===== src/rtl/core_sequencer.sv =====
// Per-instruction control FSM between fetch and the decoder: sequences two-cycle
// jumps/branches, runs the LSU handshake with a timeout, and raises traps.
module core_sequencer #(
  parameter int LSU_TIMEOUT = 16
) (
  input  logic       clk,
  input  logic       rst_n,
  input  logic       instr_valid_i,
  output logic       instr_ready_o,
  input  logic       illegal_inst_i,
  input  logic       ecall_inst_i,
  input  logic       ebreak_inst_i,
  input  logic       mret_inst_i,
  input  logic       jump_inst_i,
  input  logic       branch_inst_i,
  input  logic       lsu_r_en_i,
  input  logic       lsu_w_en_i,
  input  logic       rf_we_i,
  input  logic       branch_taken_i,
  output logic       cycle_counter_o,
  output logic       rf_we_o,
  output logic       lsu_req_o,
  input  logic       lsu_gnt_i,
  input  logic       lsu_rvalid_i,
  output logic       pc_we_o,
  output logic [1:0] pc_sel_o,
  output logic       trap_o,
  output logic [3:0] trap_cause_o
);

  localparam int CW = $clog2(LSU_TIMEOUT + 1);
  localparam logic [CW-1:0] TMO_LAST = CW'(LSU_TIMEOUT - 1);

  localparam logic [1:0] SEL_INC  = 2'd0;
  localparam logic [1:0] SEL_ALU  = 2'd1;
  localparam logic [1:0] SEL_TRAP = 2'd2;
  localparam logic [1:0] SEL_MEPC = 2'd3;

  typedef enum logic [2:0] {
    DISPATCH,
    EXEC2,
    LSU_REQ,
    LSU_WAIT,
    TRAP
  } state_t;

  state_t          state, state_nxt;
  logic [3:0]      cause, cause_nxt;
  logic            is_load, is_load_nxt;
  logic [CW-1:0]   cnt, cnt_inc;
  logic            in_lsu, tmo;

  assign in_lsu  = (state == LSU_REQ) || (state == LSU_WAIT);
  assign cnt_inc = cnt + 1'b1;
  // Fires on the last allowed LSU cycle; a same-cycle gnt/rvalid is checked first.
  assign tmo     = in_lsu && (cnt_inc >= TMO_LAST);

  always_comb begin
    state_nxt       = state;
    cause_nxt       = cause;
    is_load_nxt     = is_load;
    instr_ready_o   = 1'b0;
    cycle_counter_o = 1'b0;
    rf_we_o         = 1'b0;
    lsu_req_o       = 1'b0;
    pc_we_o         = 1'b0;
    pc_sel_o        = SEL_INC;
    trap_o          = 1'b0;
    trap_cause_o    = 4'd0;
    if (rst_n) begin
      case (state)
        DISPATCH: begin
          if (instr_valid_i) begin
            if (illegal_inst_i) begin
              state_nxt = TRAP;
              cause_nxt = 4'd2;
            end else if (ebreak_inst_i) begin
              state_nxt = TRAP;
              cause_nxt = 4'd3;
            end else if (ecall_inst_i) begin
              state_nxt = TRAP;
              cause_nxt = 4'd11;
            end else if (mret_inst_i) begin
              pc_we_o       = 1'b1;
              pc_sel_o      = SEL_MEPC;
              instr_ready_o = 1'b1;
            end else if (jump_inst_i) begin
              rf_we_o   = rf_we_i;
              state_nxt = EXEC2;
            end else if (branch_inst_i) begin
              if (branch_taken_i) begin
                state_nxt = EXEC2;
              end else begin
                pc_we_o       = 1'b1;
                instr_ready_o = 1'b1;
              end
            end else if (lsu_r_en_i || lsu_w_en_i) begin
              lsu_req_o   = 1'b1;
              is_load_nxt = lsu_r_en_i;
              if (!lsu_gnt_i) begin
                state_nxt = LSU_REQ;
              end else if (lsu_r_en_i) begin
                state_nxt = LSU_WAIT;
              end else begin
                pc_we_o       = 1'b1;
                instr_ready_o = 1'b1;
              end
            end else begin
              rf_we_o       = rf_we_i;
              pc_we_o       = 1'b1;
              instr_ready_o = 1'b1;
            end
          end
        end
        EXEC2: begin
          cycle_counter_o = 1'b1;
          pc_we_o         = 1'b1;
          pc_sel_o        = SEL_ALU;
          instr_ready_o   = 1'b1;
          state_nxt       = DISPATCH;
        end
        LSU_REQ: begin
          lsu_req_o = 1'b1;
          if (lsu_gnt_i) begin
            if (is_load) begin
              state_nxt = LSU_WAIT;
            end else begin
              pc_we_o       = 1'b1;
              instr_ready_o = 1'b1;
              state_nxt     = DISPATCH;
            end
          end else if (tmo) begin
            state_nxt = TRAP;
            cause_nxt = is_load ? 4'd5 : 4'd7;
          end
        end
        LSU_WAIT: begin
          if (lsu_rvalid_i) begin
            rf_we_o       = 1'b1;
            pc_we_o       = 1'b1;
            instr_ready_o = 1'b1;
            state_nxt     = DISPATCH;
          end else if (tmo) begin
            state_nxt = TRAP;
            cause_nxt = 4'd5;
          end
        end
        TRAP: begin
          trap_o        = 1'b1;
          trap_cause_o  = cause;
          pc_we_o       = 1'b1;
          pc_sel_o      = SEL_TRAP;
          instr_ready_o = 1'b1;
          state_nxt     = DISPATCH;
        end
        default: state_nxt = DISPATCH;
      endcase
    end
  end

  always_ff @(posedge clk) begin
    if (!rst_n) begin
      state   <= DISPATCH;
      cause   <= 4'd0;
      is_load <= 1'b0;
      cnt     <= '0;
    end else begin
      state   <= state_nxt;
      cause   <= cause_nxt;
      is_load <= is_load_nxt;
      // Counts only while staying inside the LSU states; entry and exit both clear.
      cnt     <= (in_lsu && (state_nxt == LSU_REQ || state_nxt == LSU_WAIT)) ? cnt_inc : '0;
    end
  end

endmodule


===== config.mk =====
export PLATFORM = sky130hd
export DESIGN_NAME = core_sequencer
export DESIGN_NICKNAME = d
export VERILOG_FILES = /design/src/rtl/core_sequencer.sv
export SDC_FILE = /design/constraint.sdc
export NUM_CORES = 1
export LEC_CHECK = 0
export BUFFER_PORTS_ARGS = -buffer_cell sky130_fd_sc_hd__buf_4
export CORE_MARGIN = 4
export CORE_UTILIZATION = 30
export CTS_BUF_LIST = sky130_fd_sc_hd__clkbuf_4 sky130_fd_sc_hd__clkbuf_8
export CTS_CLUSTER_DIAMETER = 120
export CTS_CLUSTER_SIZE = 20
export DETAILED_ROUTE_END_ITERATION = 7
export PLACE_DENSITY = 0.53
export REMOVE_ABC_BUFFERS = 1
export SYNTH_ARGS = -nofsm -noshare
export SYNTH_HDL_FRONTEND = slang
export SYNTH_SLANG_ARGS = --single-unit

===== constraint.sdc =====
create_clock -name clk -period 1.6 [get_ports clk]
set_clock_uncertainty 0.2 [all_clocks]
set_input_delay 0.32 -clock clk [delete_from_list [all_inputs] [get_ports clk]]
set_output_delay 0.32 -clock clk [all_outputs]
set_load 0.1 [all_outputs]

==> impl_metrics.json, run 1 <==
{
  "outcome": "complete, but fails checks",
  "violations": "negative setup slack",
  "start_util": 0.3198,
  "clk_path_buf_depth": 2,
  "die_h_um": 62.69,
  "vias": 1145,
  "io_pins": 27,
  "drt_iter0_markers": 57,
  "worstMarginPinSlew_ns": 0.3004,
  "netlist_area_um2": 897.1,
  "total_power_mw": 0.8359,
  "fin_crit_ns": 2.055,
  "cp_slowest_cell": "dfxtp_4",
  "vias_per_cell": 5.326,
  "cts_root_buf": "clkbuf_4",
  "grtUsageTotal": 0.1608,
  "synth_common_cells": "nor2_1 (14), dfxtp_1 (13), nand2_1 (9), nor3_1 (7)",
  "slowest_delay_ns": 0.38,
  "cts_tree": "built",
  "overflow": 0,
  "max_cap_viol_count": 0,
  "cp.required_ns": 1.08,
  "postSynthCellCount": 113,
  "synth_edf_count": 0,
  "synth-seq-area-share": 0.2901,
  "coreArea_mm2": 0.002805,
  "critPathKind": "flip-flop to primary output",
  "path_delay_family": "buffers and inverters",
  "routed_wirelength_mm": 3.362,
  "drc": 0,
  "fmax_ghz": 0.4866,
  "layout.cells.non_filler": 215,
  "hold_class": "input pin to flip-flop",
  "register_area_um2": 280.3,
  "dpl.cell_count": 203,
  "post-place-ws_ns": -0.5118,
  "final_max_slew_viol_count": 0,
  "antenna_cells": 0,
  "ys_top_cells_by_area": "dfxtp_1 (29%), nor2_1 (5.9%), nor3_1 (3.9%)",
  "grt_pass1_wl_mm": 5.223,
  "core.rowCount": 19,
  "finalSetupViolations": 21,
  "area.growth.synth_to_final_pct": 116.2,
  "cp_max_fo": 4,
  "endpoint_kind": "primary output",
  "worstPathArrival_ns": 1.54,
  "nets": 202,
  "ys_seq_elements": 13,
  "final.setup.worst_slack_ns": -0.4553,
  "drive_above_1_share": 0.6902,
  "yosysTopAreaCellShare": 0.2901,
  "die_x_um": 62.69,
  "grt_setup_unrepaired": "yes",
  "clk_latency_ns": 0.28,
  "cp-start-kind": "flip-flop",
  "synth.avg_cell_area_um2": 7.939,
  "gp_congestion": 0.8682,
  "first_pass_iters": 4,
  "dp_hpwl_mm": 2.300,
  "leakage_nw": 0.7985,
  "synthArstFlopShare": 0,
  "synth.distinct_cells": 38,
  "multi_input_area_um2": 872.1,
  "yosysMostFrequentCell": "nor2_1",
  "yosys.area.top_type": "dfxtp_1",
  "peakVddDrop_mv": 0.4312,
  "clock-sinks": 13,
  "finalCritPeriodShare": 1.285,
  "hold_viol_final": 0,
  "ys.flop_type": "dfxtp_1",
  "timing.critical_path.buf_inv": 3,
  "yosysWarnings": 0,
  "drtAntennaViolNets": 0,
  "path_clk_slew_ns": 0.08,
  "crit_chain": "nor2_4 -> buf_4 -> buf_6 -> nand3_4 -> o21ai_4 -> buf_12",
  "portBuffers": 26,
  "wire_per_inst_um": 15.64,
  "fillCellCount": 199,
  "p_per_area_mw_per_mm2": 431.0,
  "antenna_found_initial": 0,
  "htreeDepth": 1,
  "grt_max_degree": 8,
  "grt_pass1_vias": 1142,
  "die-area_mm2": 0.003929,
  "cts_buffers": 3,
  "slew_headroom": 0.7990
}
[state kept, by name (all words and copies together) (netlist names), named ones only]
register	cells
is_load	1
cause	4
cnt	5
state	2
[cell usage in the layout (no fill, tap or decap), drive strengths merged, types with 2 or more instances in the layout]
cell type / instances
nor3b: 2
o211ai: 2
o21a: 2
dfxtp: 13
o211a: 3
nor3: 8
clkbuf: 4
nor2: 14
a21oi: 6
nor2b: 5
nand3: 5
nand2: 9
ha: 2
a21boi: 2
and2: 4
a21o: 2
o21ai: 8
nand2b: 2
buf: 71
xor2: 3
inv: 4
[cell type report]
cell class,instances,share of cell area
inverter,4,0.009032
multi-input combinational,92,0.4497
timing repair buffer,71,0.3613
clock buffer,4,0.01548
tap,31,0.02000
sequential,13,0.1445
[cells by family after synthesis]
logic type | after synthesis | share of synthesized area
AO/OA/AOI/OAI | 33 | 0.2650
XOR/XNOR | 3 | 0.02929
AND/OR/NAND/NOR | 53 | 0.3291
buffers and inverters | 8 | 0.04742
multiplexers | 1 | 0.01116
adder cells (fa/ha/maj) | 2 | 0.02789
flip-flops | 13 | 0.2901
[worst paths after layout]
| kind | startpoint | end | slack, ns | depth (start not counted) |
|---|---|---|---|---|
| worst max register to register | cnt[0] | cnt[0] | -0.10 | 7 |
| worst max-delay path | flip-flop | pc_we_o | -0.46 | 6 |
| worst min-delay path | lsu_r_en_i | is_load | 0.20 | 3 |
| worst min register to register | cause[3] | cause[3] | 0.27 | 2 |
[through the flow]
stage	cell area, µm²	setup TNS, ns	hold WS, ns	util
6_report	1939	-5.461	0.2000	0.6913
5_1_grt	1939	-7.115	0.2074	0.6913
4_1_cts	1725	-5.110	0.2023	0.6151
3_5_place_dp	1381	-6.252	0.2777	0.4924
3_3_place_gp	1381	-5.590	0.2705	0.4924
2_1_floorplan	869.6	-19.27	0.2527	-
[power by group]
group	switching [mW]	internal, mW
sequential	0.00497	0.324
combinational	0.148	0.138
clock	0.108	0.114
[layer usage]
metal | vias up | GRT usage | share of wire
met3 | 6 | 0.02158 | 0.048
li1 | 549 | - | -
met5 | - | 0 | 0
met1 | 549 | 0.2013 | 0.41
met2 | 41 | 0.2796 | 0.52
met4 | 0 | 0.05785 | 0.018
[repair_timing]
item                       in CTS  in global routing
gates cloned                    0                  0
gates resized for setup        75                 35
hold buffers                    0                  0
buffers inserted                2                  6
pin swaps                      15                 19
setup endpoints to repair      24                 24
[worst register-to-register path: cells and delay by family, from the launching register on]
family | cells | cell delay (ns)
buf+inv | 1 | 0.04
compound gates | 3 | 0.53
fa+ha+maj | 1 | 0.26
simple gates | 2 | 0.22
flops | 1 | 0.39
No activity file was read; power rests on OpenSTA's default activity.
==> run 2: changes to the inputs <==
CORE_UTILIZATION = 50   (was 30)
PLACE_DENSITY = 0.78   (was 0.53)
clock period = 2.2 ns   (was 1.6 ns; I/O delays follow)
==> impl_metrics.json, run 2 (same netlist as run 1, synthesis figures left out) <==
{
  "outcome": "complete, but fails checks",
  "violations": "negative setup slack",
  "max_cap_viol_count": 0,
  "path_clk_slew_ns": 0.08,
  "cp.required_ns": 1.56,
  "io_pins": 27,
  "crit_chain": "buf_8 -> nor4b_4 -> nand3_2 -> nor4_2 -> o21a_1 -> buf_12",
  "p_per_area_mw_per_mm2": 408.8,
  "whs_ns": 0.2159,
  "hold_class": "input pin to flip-flop",
  "clk_latency_ns": 0.30,
  "htreeDepth": 1,
  "cp-start-kind": "input pin",
  "finalSetupViolations": 4,
  "cts_buffers": 3,
  "overflow": 0,
  "worstPathArrival_ns": 1.66,
  "largest-register": "cnt",
  "hold_viol_final": 0,
  "fillCellCount": 124,
  "grt_max_degree": 14,
  "drt_iter0_markers": 40,
  "drive_above_1_share": 0.3851,
  "reg_top3": "cnt x5, cause x4, state x2",
  "portBuffers": 26,
  "cp_max_fo": 3,
  "leakage_nw": 0.5891,
  "endpoint_kind": "primary output",
  "wire_per_inst_um": 17.86,
  "final.setup.worst_slack_ns": -0.09815,
  "grtUsageTotal": 0.2457,
  "drtAntennaViolNets": 0,
  "coreArea_mm2": 0.001708,
  "slowest_delay_ns": 0.33,
  "grt_pass1_wl_mm": 4.733,
  "first_pass_iters": 4,
  "final_common_cell": "buf_4",
  "hp-start": "lsu_r_en_i",
  "peakVddDrop_mv": 0.3719,
  "worst_r2r_endpoint": "cnt[2]",
  "r2r-start": "cnt[0]",
  "die-area_mm2": 0.002536,
  "cts_tree": "built",
  "min_path_cells": 2,
  "cp_slowest_cell": "nor4b_4",
  "routed_wirelength_mm": 3.090,
  "grt_setup_unrepaired": "yes",
  "hold_buffers": 0,
  "slew_headroom": 0.7827,
  "path_delay_family": "simple AND/OR/NAND/NOR gates",
  "fmax_ghz": 0.4351,
  "clock-sinks": 13,
  "core.rowCount": 15,
  "die_h_um": 50.36,
  "antenna_cells": 0,
  "critPathKind": "input pin to primary output",
  "final_max_slew_viol_count": 0,
  "area.growth.synth_to_final_pct": 50.91,
  "cp-startpoint": "ebreak_inst_i",
  "drc": 0,
  "rrSetupSlack_ns": 0.25,
  "vias_per_cell": 5.965,
  "worstHoldEndpoint": "is_load",
  "r2r.worst_path.cells": 6,
  "clk_path_buf_depth": 2,
  "antenna_found_initial": 0,
  "fin_crit_ns": 2.298,
  "dp_hpwl_mm": 2.002,
  "grt_pass1_vias": 1043,
  "die_x_um": 50.36,
  "largest_reg_flops": 5,
  "finalCritPeriodShare": 1.045,
  "cts_root_buf": "clkbuf_4",
  "worstMarginPinSlew_ns": 0.3224,
  "post-place-ws_ns": -0.1892,
  "vias": 1032,
  "timing.critical_path.buf_inv": 2,
  "layout_common_cells": "buf_4 (24), nor2_1 (12), dfxtp_1 (11)",
  "gp_congestion": 0.8507,
  "nets": 166,
  "start_util": 0.5253
}
run 2: changes by cell type in the layout (fill, tap and decap cells not counted), moves of 3 or more:
cell | before | now
nor3_2 | 4 | 1
nor2_2 | 3 | 0
buf_12 | 11 | 4
nor2_1 | 7 | 12
o21ai_2 | 4 | 1
xor2_1 | 0 | 3
dfxtp_1 | 7 | 11
dfxtp_4 | 5 | 1
buf_4 | 53 | 24
nor3_1 | 3 | 6
run 2: worst max path at each step:
stage                          endpoint  cells past startpoint
after floorplan           instr_ready_o                      3
after global placement        lsu_req_o                      6
after detailed placement      lsu_req_o                      6
after CTS                     lsu_req_o                      6
after global routing          lsu_req_o                      6
final                         lsu_req_o                      6
run 2: report_power, final:
group	switching [mW]	total [mW]	internal, mW
Clock	0.0929	0.161	0.0679
Sequential	0.00508	0.245	0.239
Combinational	0.0895	0.148	0.0587
Total	0.187	0.553	0.366
run 2: stage by stage:
stage / setup TNS [ns] / power [mW] / utilization / cells / area (µm²)
detailed placement: -0.6064 / 0.3796 / 0.6813 / 169 / 1164
CTS: -0.09733 / 0.5435 / 0.7648 / 173 / 1306
finish: -0.1711 / 0.5535 / 0.7927 / 173 / 1354
global route: -0.4274 / 0.5706 / 0.7927 / 173 / 1354
global placement: -0.3118 / 0.3758 / 0.6813 / 169 / 1164
floorplan: -13.71 / 0.3222 / - / 109 / 869.6
run 2: worst register-to-register path, cell delays in order, from the launching register on:
cell	delay, ns
dfxtp_1	0.39
ha_1	0.24
nand3_1	0.12
xor2_1	0.29
o21ai_1	0.19
o21a_1	0.25
nor3b_1	0.20
run 2: layout make-up:
| class | count | area (µm²) | share of cell area |
|---|---|---|---|
| repair buffers | 35 | 350.3 | 0.2588 |
| clock inverters | 1 | 5.005 | 0.003697 |
| well taps | 25 | 31.28 | 0.02311 |
| multi-input cells | 92 | 664.4 | 0.4908 |
| flip-flops and latches | 13 | 265.3 | 0.1959 |
| clock buffers | 3 | 22.52 | 0.01664 |
| inverters | 4 | 15.01 | 0.01109 |
run 2: metal layers:
layer / global-route usage / wire length (µm)
met4: 0.09865 / 134
met2: 0.4522 / 1599
met5: 0 / 0
met1: 0.2655 / 1148
met3: 0.05935 / 207
run 2: timing repair:
item                                    CTS  global route
resized for setup                        29            13
buffers inserted                          0             0
endpoints found under the setup margin    9            10
pin swaps                                 4             5
hold endpoints to repair                  0             0
==> run 3: changes to the inputs <==
--- a/constraint.sdc
+++ b/constraint.sdc
@@ -4,2 +4,2 @@
 set_output_delay 0.44 -clock clk [all_outputs]
-set_load 0.1 [all_outputs]
+set_load 0.005 [all_outputs]
==> impl_metrics.json, run 3 (same netlist as run 1, synthesis figures left out) <==
{
  "outcome": "finished, final reports clean",
  "cp_max_fo": 3,
  "dp_hpwl_mm": 1.713,
  "cp-startpoint": "ecall_inst_i",
  "coreArea_mm2": 0.001708,
  "met3_length_um": 93,
  "antenna_found_initial": 0,
  "swShare": 0.2656,
  "whs_ns": 0.2245,
  "reg_top3": "cnt x5, cause x4, state x2",
  "worst_r2r_endpoint": "cause[1]",
  "cts_tree": "built",
  "p_clk_frac": 0.305,
  "grt_setup_unrepaired": "yes",
  "cts_buffers": 3,
  "worstMarginPinSlew_ns": 0.3262,
  "die-area_mm2": 0.002536,
  "start_util": 0.5253,
  "path_clk_slew_ns": 0.08,
  "grt_pass1_wl_mm": 3.829,
  "die_x_um": 50.36,
  "final_max_slew_viol_count": 0,
  "overflow": 0,
  "hold_buffers": 0,
  "area.growth.synth_to_final_pct": 30.82,
  "drc": 0,
  "cts_root_buf": "clkbuf_4",
  "finalSetupViolations": 0,
  "r2r-start": "cnt[0]",
  "critPathKind": "input pin to primary output",
  "largest-register": "cnt",
  "grtUsageTotal": 0.1934,
  "peakVddDrop_mv": 0.4346,
  "portBuffers": 26,
  "p_comb_frac": 0.183,
  "rrSetupSlack_ns": 0.31,
  "final.setup.worst_slack_ns": 0.08861,
  "total_power_mw": 0.4779,
  "seqPwrFrac": 0.511,
  "hold_viol_final": 0,
  "clock-sinks": 13,
  "clk_latency_ns": 0.28,
  "io_pins": 27,
  "core.rowCount": 15,
  "p_sw_mw": 0.1269,
  "vias_per_cell": 5.452,
  "finalCritPeriodShare": 0.9597,
  "grt_pass1_vias": 886,
  "cp-start-kind": "input pin",
  "setup_tns_ns": 0,
  "grt_max_degree": 14,
  "gp_congestion": 0.8350,
  "antenna_cells": 0,
  "wl_met2_mm": 1.088,
  "final_common_cell": "buf_4",
  "fmax_ghz": 0.4736,
  "die_h_um": 50.36,
  "cp.required_ns": 1.56,
  "wl_met1_um": 968,
  "internal_power_mw": 0.3510,
  "htreeDepth": 1,
  "highest_layer": "met4",
  "nets": 161,
  "layout_common_cells": "buf_4 (30), nor2_1 (13), dfxtp_1 (11)",
  "fin_crit_ns": 2.111,
  "crit_end": "lsu_req_o",
  "r2r.worst_path.cells": 7,
  "drt_iter0_markers": 17,
  "endpoint_kind": "primary output",
  "largest_reg_flops": 5,
  "wire_per_inst_um": 12.93,
  "clk_path_buf_depth": 2,
  "worstPathArrival_ns": 1.47,
  "p_per_area_mw_per_mm2": 407.2,
  "post-place-ws_ns": 0.04903,
  "leakage_nw": 0.5262,
  "first_pass_iters": 4,
  "hold_class": "input pin to flip-flop",
  "vias": 916,
  "max_cap_viol_count": 0,
  "slew_headroom": 0.7822,
  "routed_wirelength_mm": 2.173,
  "drtAntennaViolNets": 0,
  "drive_above_1_share": 0.3077,
  "hp-start": "lsu_r_en_i"
}
## run 3: power groups by stage
stage          clock, mW  sequential, mW  combinational, mW
2_1_floorplan          0           0.249             0.0379
3_3_place_gp           0           0.251             0.0841
3_5_place_dp           0           0.251             0.0858
4_1_cts            0.152           0.246             0.0862
5_1_grt            0.165           0.245             0.0965
6_report           0.146           0.244             0.0875
## run 3: layout make-up
class | instances | area [µm²]
clock buffer | 3 | 22.52
fill | 152 | 534.3
tap | 25 | 31.28
timing repair buffer | 30 | 225.2
clock inverter | 1 | 5.005
sequential | 13 | 265.3
multi-input combinational | 92 | 609.3
inverter | 4 | 15.01
## run 3: worst max-delay path, stage by stage
cell and delay, ns:
buf_4 0.13, nor4b_4 0.31, nand3_2 0.14, nor4_2 0.22, o21a_1 0.13, buf_4 0.10
## run 3: worst min path at each step
| stage | to | slack, ns | cells after the start |
|---|---|---|---|
| floorplan | cause[3] | 0.25 | 2 |
| global placement | cause[3] | 0.27 | 2 |
| detailed placement | cause[0] | 0.29 | 1 |
| CTS | is_load | 0.22 | 2 |
| global route | is_load | 0.23 | 2 |
| finish | is_load | 0.22 | 2 |
## run 3: per-layer routing
layer	vias up	global-route usage
li1	470	-
met1	423	0.2436
met2	19	0.3304
met3	4	0.04154
met4	0	0.05381
met5	-	0
## run 3: repair_timing
action / 4_1_cts / 5_1_grt
resized for setup: 3 / 5
pin swaps: 0 / 3
endpoints found under the setup margin: 3 / 6
cloned: 0 / 0
buffers inserted: 0 / 1
## run 3: metrics by stage
stage	std cells	utilization	area [µm²]
global placement	163	0.6549	1119
detailed placement	163	0.6549	1119
finish	168	0.6872	1174
global route	168	0.6872	1174
CTS	167	0.6733	1150
floorplan	109	-	869.6
